File: config.mk
export PLATFORM = sky130hd
export DESIGN_NAME = seq_mult_mnbit
export DESIGN_NICKNAME = d
export VERILOG_FILES = /design/src/rtl/mult_pkg.sv /design/src/rtl/rca_nbit.sv /design/src/rtl/seq_mult_mnbit.sv
export SDC_FILE = /design/constraint.sdc
export NUM_CORES = 1
export LEC_CHECK = 0
export ABC_AREA = 1
export CAP_MARGIN = 20
export CORE_AREA = 2 2 57 59
export DETAILED_ROUTE_END_ITERATION = 16
export DIE_AREA = 0 0 59 61
export PLACE_DENSITY = 0.76
export SLEW_MARGIN = 40
export SYNTH_ARGS = -nofsm -noshare
export SYNTH_HDL_FRONTEND = slang
export SYNTH_SLANG_ARGS = --single-unit
File: constraint.sdc
create_clock -name clk -period 2.43 [get_ports clk]
set_input_delay 0.486 -clock clk [delete_from_list [all_inputs] [get_ports clk]]
set_output_delay 0.486 -clock clk [all_outputs]
set_load 0.1 [all_outputs]
File: src/rtl/mult_pkg.sv
// rtl/mult_pkg.sv - shared types for the sequential multiplier
// Purpose: FSM state encoding used by seq_mult_mnbit.
// Ports: none (package).
package mult_pkg;

  typedef enum logic [1:0] {
    IDLE,
    CALC,
    FIX,
    DONE
  } state_t;

endpackage

File: src/rtl/rca_nbit.sv
// rtl/rca_nbit.sv - W-bit ripple-carry adder
// Purpose: combinational adder used for the per-step partial-product add.
// Ports:
//   a, b : W-bit addends
//   cin  : carry in
//   sum  : W-bit sum
//   cout : carry out of the top bit
module rca_nbit #(
  parameter int W = 4
) (
  input  logic [W-1:0] a,
  input  logic [W-1:0] b,
  input  logic         cin,
  output logic [W-1:0] sum,
  output logic         cout
);

  logic [W:0] c;

  assign c[0] = cin;

  for (genvar i = 0; i < W; i++) begin : g_fa
    assign sum[i]   = a[i] ^ b[i] ^ c[i];
    assign c[i + 1] = (a[i] & b[i]) | (c[i] & (a[i] ^ b[i]));
  end

  assign cout = c[W];

endmodule

File: src/rtl/seq_mult_mnbit.sv
// rtl/seq_mult_mnbit.sv - radix-2 sequential signed/unsigned multiplier
// Purpose: multiplies an M-bit a by an N-bit b in N shift-add steps,
//          sign handled by magnitude multiply plus a final negate.
// Ports:
//   clk   : clock, rising edge
//   rst   : synchronous active-high reset
//   start : begin a multiplication (accepted in IDLE or DONE)
//   sgn   : 1 = two's-complement operands, 0 = unsigned
//   a     : M-bit multiplicand
//   b     : N-bit multiplier
//   prod  : (M+N)-bit registered result
//   busy  : high in CALC and FIX
//   done  : one-cycle pulse when prod is valid
module seq_mult_mnbit
  import mult_pkg::*;
#(
  parameter int M = 4,
  parameter int N = 4
) (
  input  logic           clk,
  input  logic           rst,
  input  logic           start,
  input  logic           sgn,
  input  logic [M-1:0]   a,
  input  logic [N-1:0]   b,
  output logic [M+N-1:0] prod,
  output logic           busy,
  output logic           done
);

  localparam int CW = $clog2(N + 1);
  localparam int PW = M + N + 1;

  state_t        state;
  logic [M-1:0]  mcand;
  logic [PW-1:0] pp;
  logic          neg;
  logic [CW-1:0] cnt;

  logic [M-1:0]  a_abs;
  logic [N-1:0]  b_abs;
  logic [M-1:0]  add_sum;
  logic          add_cout;
  logic [PW-1:0] pp_step;

  // Negating the most-negative value wraps to itself, which read as
  // unsigned is exactly its magnitude.
  assign a_abs = (sgn && a[M-1]) ? -a : a;
  assign b_abs = (sgn && b[N-1]) ? -b : b;

  rca_nbit #(.W(M)) u_add (
    .a    (pp[PW-2:N]),
    .b    (mcand),
    .cin  (1'b0),
    .sum  (add_sum),
    .cout (add_cout)
  );

  // Multiplier bits sit in the low N bits and drain out as the product
  // shifts in from the top; the carry lands in the spare top bit.
  assign pp_step = pp[0] ? {add_cout, add_sum, pp[N-1:0]} : pp;

  always_ff @(posedge clk) begin
    if (rst) begin
      state <= IDLE;
      prod  <= '0;
      busy  <= 1'b0;
      done  <= 1'b0;
      mcand <= '0;
      pp    <= '0;
      neg   <= 1'b0;
      cnt   <= '0;
    end else begin
      case (state)
        IDLE, DONE: begin
          done <= 1'b0;
          if (start) begin
            mcand <= a_abs;
            pp    <= {{(M + 1){1'b0}}, b_abs};
            neg   <= sgn & (a[M-1] ^ b[N-1]);
            cnt   <= '0;
            busy  <= 1'b1;
            state <= CALC;
          end else begin
            state <= IDLE;
          end
        end
        CALC: begin
          pp  <= pp_step >> 1;
          cnt <= cnt + CW'(1);
          if (cnt == CW'(N - 1)) begin
            state <= FIX;
          end
        end
        FIX: begin
          // A zero magnitude negates to zero, so no negative zero appears.
          prod  <= neg ? -pp[PW-2:0] : pp[PW-2:0];
          busy  <= 1'b0;
          done  <= 1'b1;
          state <= DONE;
        end
        default: state <= IDLE;
      endcase
    end
  end

endmodule

---- Yosys cells after proc, flatten, opt, wreduce, memory -nomap -nowiden ----
Index checks and enable logic that the tools add are counted.
cells by class
  add/subtract/negate cells ............... 4
  $mul .................................... 0
  div/mod/pow operators ................... 0
  $lt $le $gt $ge ......................... 0
  equality and inequality tests ........... 6
  shift operators ......................... 0
  mux-type cells .......................... 14
  bitwise gates (word level) .............. 19
  reductions and logical operators ........ 9
operator list
  operator               number
  $mux W9                2
  $pmux W9 S2            1
  $and A1 B1 Y1          8
  $mux W4                2
  $mux W8                1
  $neg A4 Y4             2
  $neg A8 Y8             1
  $xor A1 B1 Y1          8
  $pmux W2 S3            1
  $pmux W3 S2            1
  $reduce_and A2 Y1      3
  $eq A2 B2 Y1 const B   2
  $ne A2 B2 Y1 const B   2
  $pmux W1 S2            2
  $reduce_bool A2 Y1     2
  $add A3 B1 Y3 const B  1
  $eq A3 B2 Y1 const B   1
  $mux W3                1
  $or A1 B1 Y1           3
  $eq A2 B1 Y1 const B   1
  $logic_and A1 B1 Y1    2
  $logic_not A2 Y1       1
  $mux W1                2
  $mux W2                1
  $reduce_or A2 Y1       1
word-level totals
  flip-flop bits (word level) ............. 29
  latch bits .............................. 0
  memory bits (writable) .................. 0
  memory bits (read-only) ................. 0
  output and inout port bits .............. 10
  logic and storage cells ................. 60
  memories kept ........................... 0

---- Depth between registers and ports, before layout ----
  depth after elaboration ................. 9
  mapped depth ............................ 10
  gate-level depth less buffers ........... 10

---- Cells and area by module ----
A second synthesis with hierarchy kept.
unflattened totals
  cells, all modules ...................... 225
  area, all modules ....................... 1591.5 um2
by module, submodules not included
  module          times used  cells an instance  area each (um2)  sequential area each (um2)
  seq_mult_mnbit  1           211                1473.9           560.5
  rca_nbit        1           14                 117.6            0.0

---- Worst setup path before layout ----
Ideal clock, no wire load.
  path kind ............................... reg-to-reg
  start ................................... register pp[4]
  end ..................................... register pp[6]
  setup time .............................. 0.071 ns
  arrival time ............................ 1.853 ns
  required time ........................... 2.359 ns
  path slack .............................. 0.506 ns
  cell stages (with the launch flop) ...... 11
  path buffers ............................ 0
  path through ............................ dfxtp_1 -> ha_1 -> inv_1 -> fa_1 -> inv_1 -> fa_1 -> fa_1 -> nand2_1 -> o21ai_0 -> nand2_1 -> a21oi_1
between the ends
  cells in the longest elaborated chain, start to end .. 8
RTL lines
  what                        line                  text
  start, declared             seq_mult_mnbit.sv:36  logic [PW-1:0] pp;
  start signal, assigned      seq_mult_mnbit.sv:79  pp <= {{(M + 1){1'b0}}, b_abs};
  start signal, assigned      seq_mult_mnbit.sv:89  pp <= pp_step >> 1;
  $and A1 B1 Y1 (2 in a row)  rca_nbit.sv:24        assign c[i + 1] = (a[i] & b[i]) | (c[i] & (a[i] ^ b[i]));
  $or A1 B1 Y1                rca_nbit.sv:24
  $and A1 B1 Y1               rca_nbit.sv:24
  $or A1 B1 Y1                rca_nbit.sv:24
  $xor A1 B1 Y1               rca_nbit.sv:23        assign sum[i] = a[i] ^ b[i] ^ c[i];
  $mux W9                     seq_mult_mnbit.sv:61  assign pp_step = pp[0] ? {add_cout, add_sum, pp[N-1:0]} : pp;
  $pmux W9 S2                 seq_mult_mnbit.sv:74  case (state)
No other way between the ends.
A chain may end at the register's enable or synchronous reset.

---- Final worst setup path ----
Same ends and word-level chain as after synthesis.

==> metrics.txt <==
Longest Clk Path Bufs=2; Ports=22; # rows=20; Slew @ Worst Pin=553 ps; Avg Vias per Cell=5.08; Slew Viols, Final=0; met1 WL=1490 um; CTS resizes=0; Critical Path Source Type=flip-flop; CP required=2710 ps; RSZ-0062 raised after global routing=false; reg2reg path depth=10; global-route wire length before repair=5340 um; H-tree levels=1; Crit Reg-Reg Startpoint=pp[4]; Core ar.=2950 um2; Hold Startpoint=busy; Synth Register Bits=28; Peak Freq=0.499 GHz; Gate Count Post-Synth=210; Finished Core Util=59.5%; Peak supply drop=0.650 mV; Worst EP arrival=2280 ps; number of global-route vias before repair=1171; Min Clock Period, post-route=2000 ps; cell area after synthesis=1530 um2; post-route setup slack=426 ps; Clock Sinks=28; final setup TNS=0 ps; drt wl/cell=11.5 um; hold_buf cts=0; Min-Delay Path Depth=2; RD Place Congestion=0.818; YS warnings=0; routed vias=1332; final hold slack=475 ps; Cell Chain, Critical Path=ha_1 > inv_1 > fa_1 > inv_1 > fa_1 > fa_1 > nand2_1 > o21ai_0 > nand2_1 > a21oi_1; final setup vio count=0; setup slack, reg-to-reg=430 ps; Die H=61 um; sequential area share after synthesis=36.7%; P per Cell Area=1120 nW/um2; dpl ws=437 ps; clk_lat worst skew=330 ps; hpwl dp=2230 um; Root Driver=clkbuf_4; layout cells sized above 1=9.61%; largest net degree at the start of global routing=17; slowest CP cell=fa_1; DRC viols=0; Pwr Total=1.96 mW; HP Class=reg2reg; cts bufs inserted=3; Overflow after GRT=0; Port Buf Inserts=21; Die W=59 um; crit-path most repeated cell=fa_1; Cell variety after synth=26; R2R Path End=pp[6]; Rel. slew slack=63.1%; WL final=3010 um; Initial DRT Pass Iterations=4; Total GRT Usage=19.5%; DR iter-0 viols=62; initial antenna violation count=0; fin nets=255; routed wl met3=136 um; Hold EP=busy; worst-path fanout max=6; CTS clk-pin slew, worst paths=150 ps; final worst path period share=82.5%; CTS tree=yes; Initial Util=51.7%; metal2 WL=1370 um; ant diodes=0; Static Leak=0.812 nW; CP peak stage delay=480 ps; CP Capture Type=flip-flop; Synth Area per Inst=7.27 um2; Area Overhead vs Synth=15.1%; WS Path Type=reg2reg; Net Count, Synth=234; full die area=3600 um2; postcts setup bufs=0; Post-DRT Antenna Nets=0; top routing layer in use=met4; MaxCap Viol Count=0; final hold violations=0; Clock Skew=13.6 ps; outcome=finished clean
[final cells by class]
class,instances,area (um2)
Inverter,33,125
Sequential cell,28,561
Fill cell,304,1200
Multi-Input combinational cell,143,815
Clock buffer,3,22.5
Tap cell,33,41.3
Timing Repair Buffer,22,193
[cells in the final DEF, fill, tap and decap left out, types with 2 or more instances in the layout]
cell type        netlist  routed
nand2_1               39      39
inv_1                 29      29
dfxtp_1               28      28
a21oi_1               23      23
o21ai_0               20      20
nor2_1                20      20
clkdlybuf4s50_1        0      11
buf_4                  0      11
nand3_1                9       9
ha_1                   9       9
o211ai_1               4       4
inv_2                  3       3
xor2_1                 3       3
fa_1                   3       3
clkbuf_4               0       3
nand4_1                2       2
a31oi_1                2       2
[how the worst max path moves through the flow]
stage	endpoint	cells after the start	start
finish	pp[6]	10	pp[4]
detailed placement	pp[6]	10	pp[4]
global route	pp[6]	10	pp[4]
floorplan	pp[6]	10	pp[4]
CTS	pp[6]	10	pp[4]
global placement	pp[6]	10	pp[4]
[power by group]
part	switching (mW)	internal, mW
combinational	0.793	0.294
clock	0.130	0.0582
sequential	0.103	0.580
total	1.03	0.933
[through the flow]
step | cell area, um2 | std cells
floorplan | 1530 | 210
global placement | 1730 | 259
detailed placement | 1730 | 259
CTS | 1760 | 262
global route | 1760 | 262
finish | 1760 | 262
[metal layers]
layer	up-vias	track usage (%)
met5	-	0
met4	0	5.84
met3	2	3.84
met2	29	32.4
met1	583	25.7
li1	718	-
[flip-flops by register name, summed over array words and instances, names as in the netlist]
name and flops:
pp 8, busy 1, state 2, done 1
prod 8, cnt 3, neg 1, mcand 4
[worst max-delay path, delay by kind of cell (launching register included)]
family          cells  cell delay [ps]
fa+ha+maj           4             1190
flops               1              370
simple gates        2              120
compound gates      2              180
buf+inv             2              110
[cells by family (layout without fill, tap and decap cells)]
kind of cell / after synthesis / after routing / share of synthesized area, %
flip-flops: 28 / 28 / 36.7
XOR/XNOR: 4 / 4 / 2.30
buffers and inverters: 39 / 58 / 9.92
AO/OA/AOI/OAI: 55 / 55 / 20.4
AND/OR/NAND/NOR: 72 / 72 / 19.3
adder cells (fa/ha/maj): 12 / 12 / 11.3
[synthesized netlist by cell type (all sizes together)]
| cell type | instances | area (um2) |
|---|---|---|
| a21oi | 24 | 124 |
| o21bai | 1 | 7.51 |
| inv | 32 | 120 |
| nand3 | 10 | 55.1 |
| o31ai | 1 | 7.51 |
| xor2 | 3 | 26.3 |
| o22ai | 1 | 6.26 |
| nand4 | 2 | 12.5 |
| buf | 3 | 15.0 |
| xnor2 | 1 | 8.76 |
| o21a | 1 | 7.51 |
| o21ai | 21 | 116 |
| nand2 | 40 | 153 |
| fa | 3 | 60.1 |
| nor2 | 20 | 75.1 |
| a31oi | 2 | 12.5 |
| clkbuf | 3 | 11.3 |
| dfxtp | 28 | 561 |
| o211ai | 4 | 30.0 |
| clkinv | 1 | 5.00 |
| ha | 9 | 113 |
(Power assumes the default switching activity.)
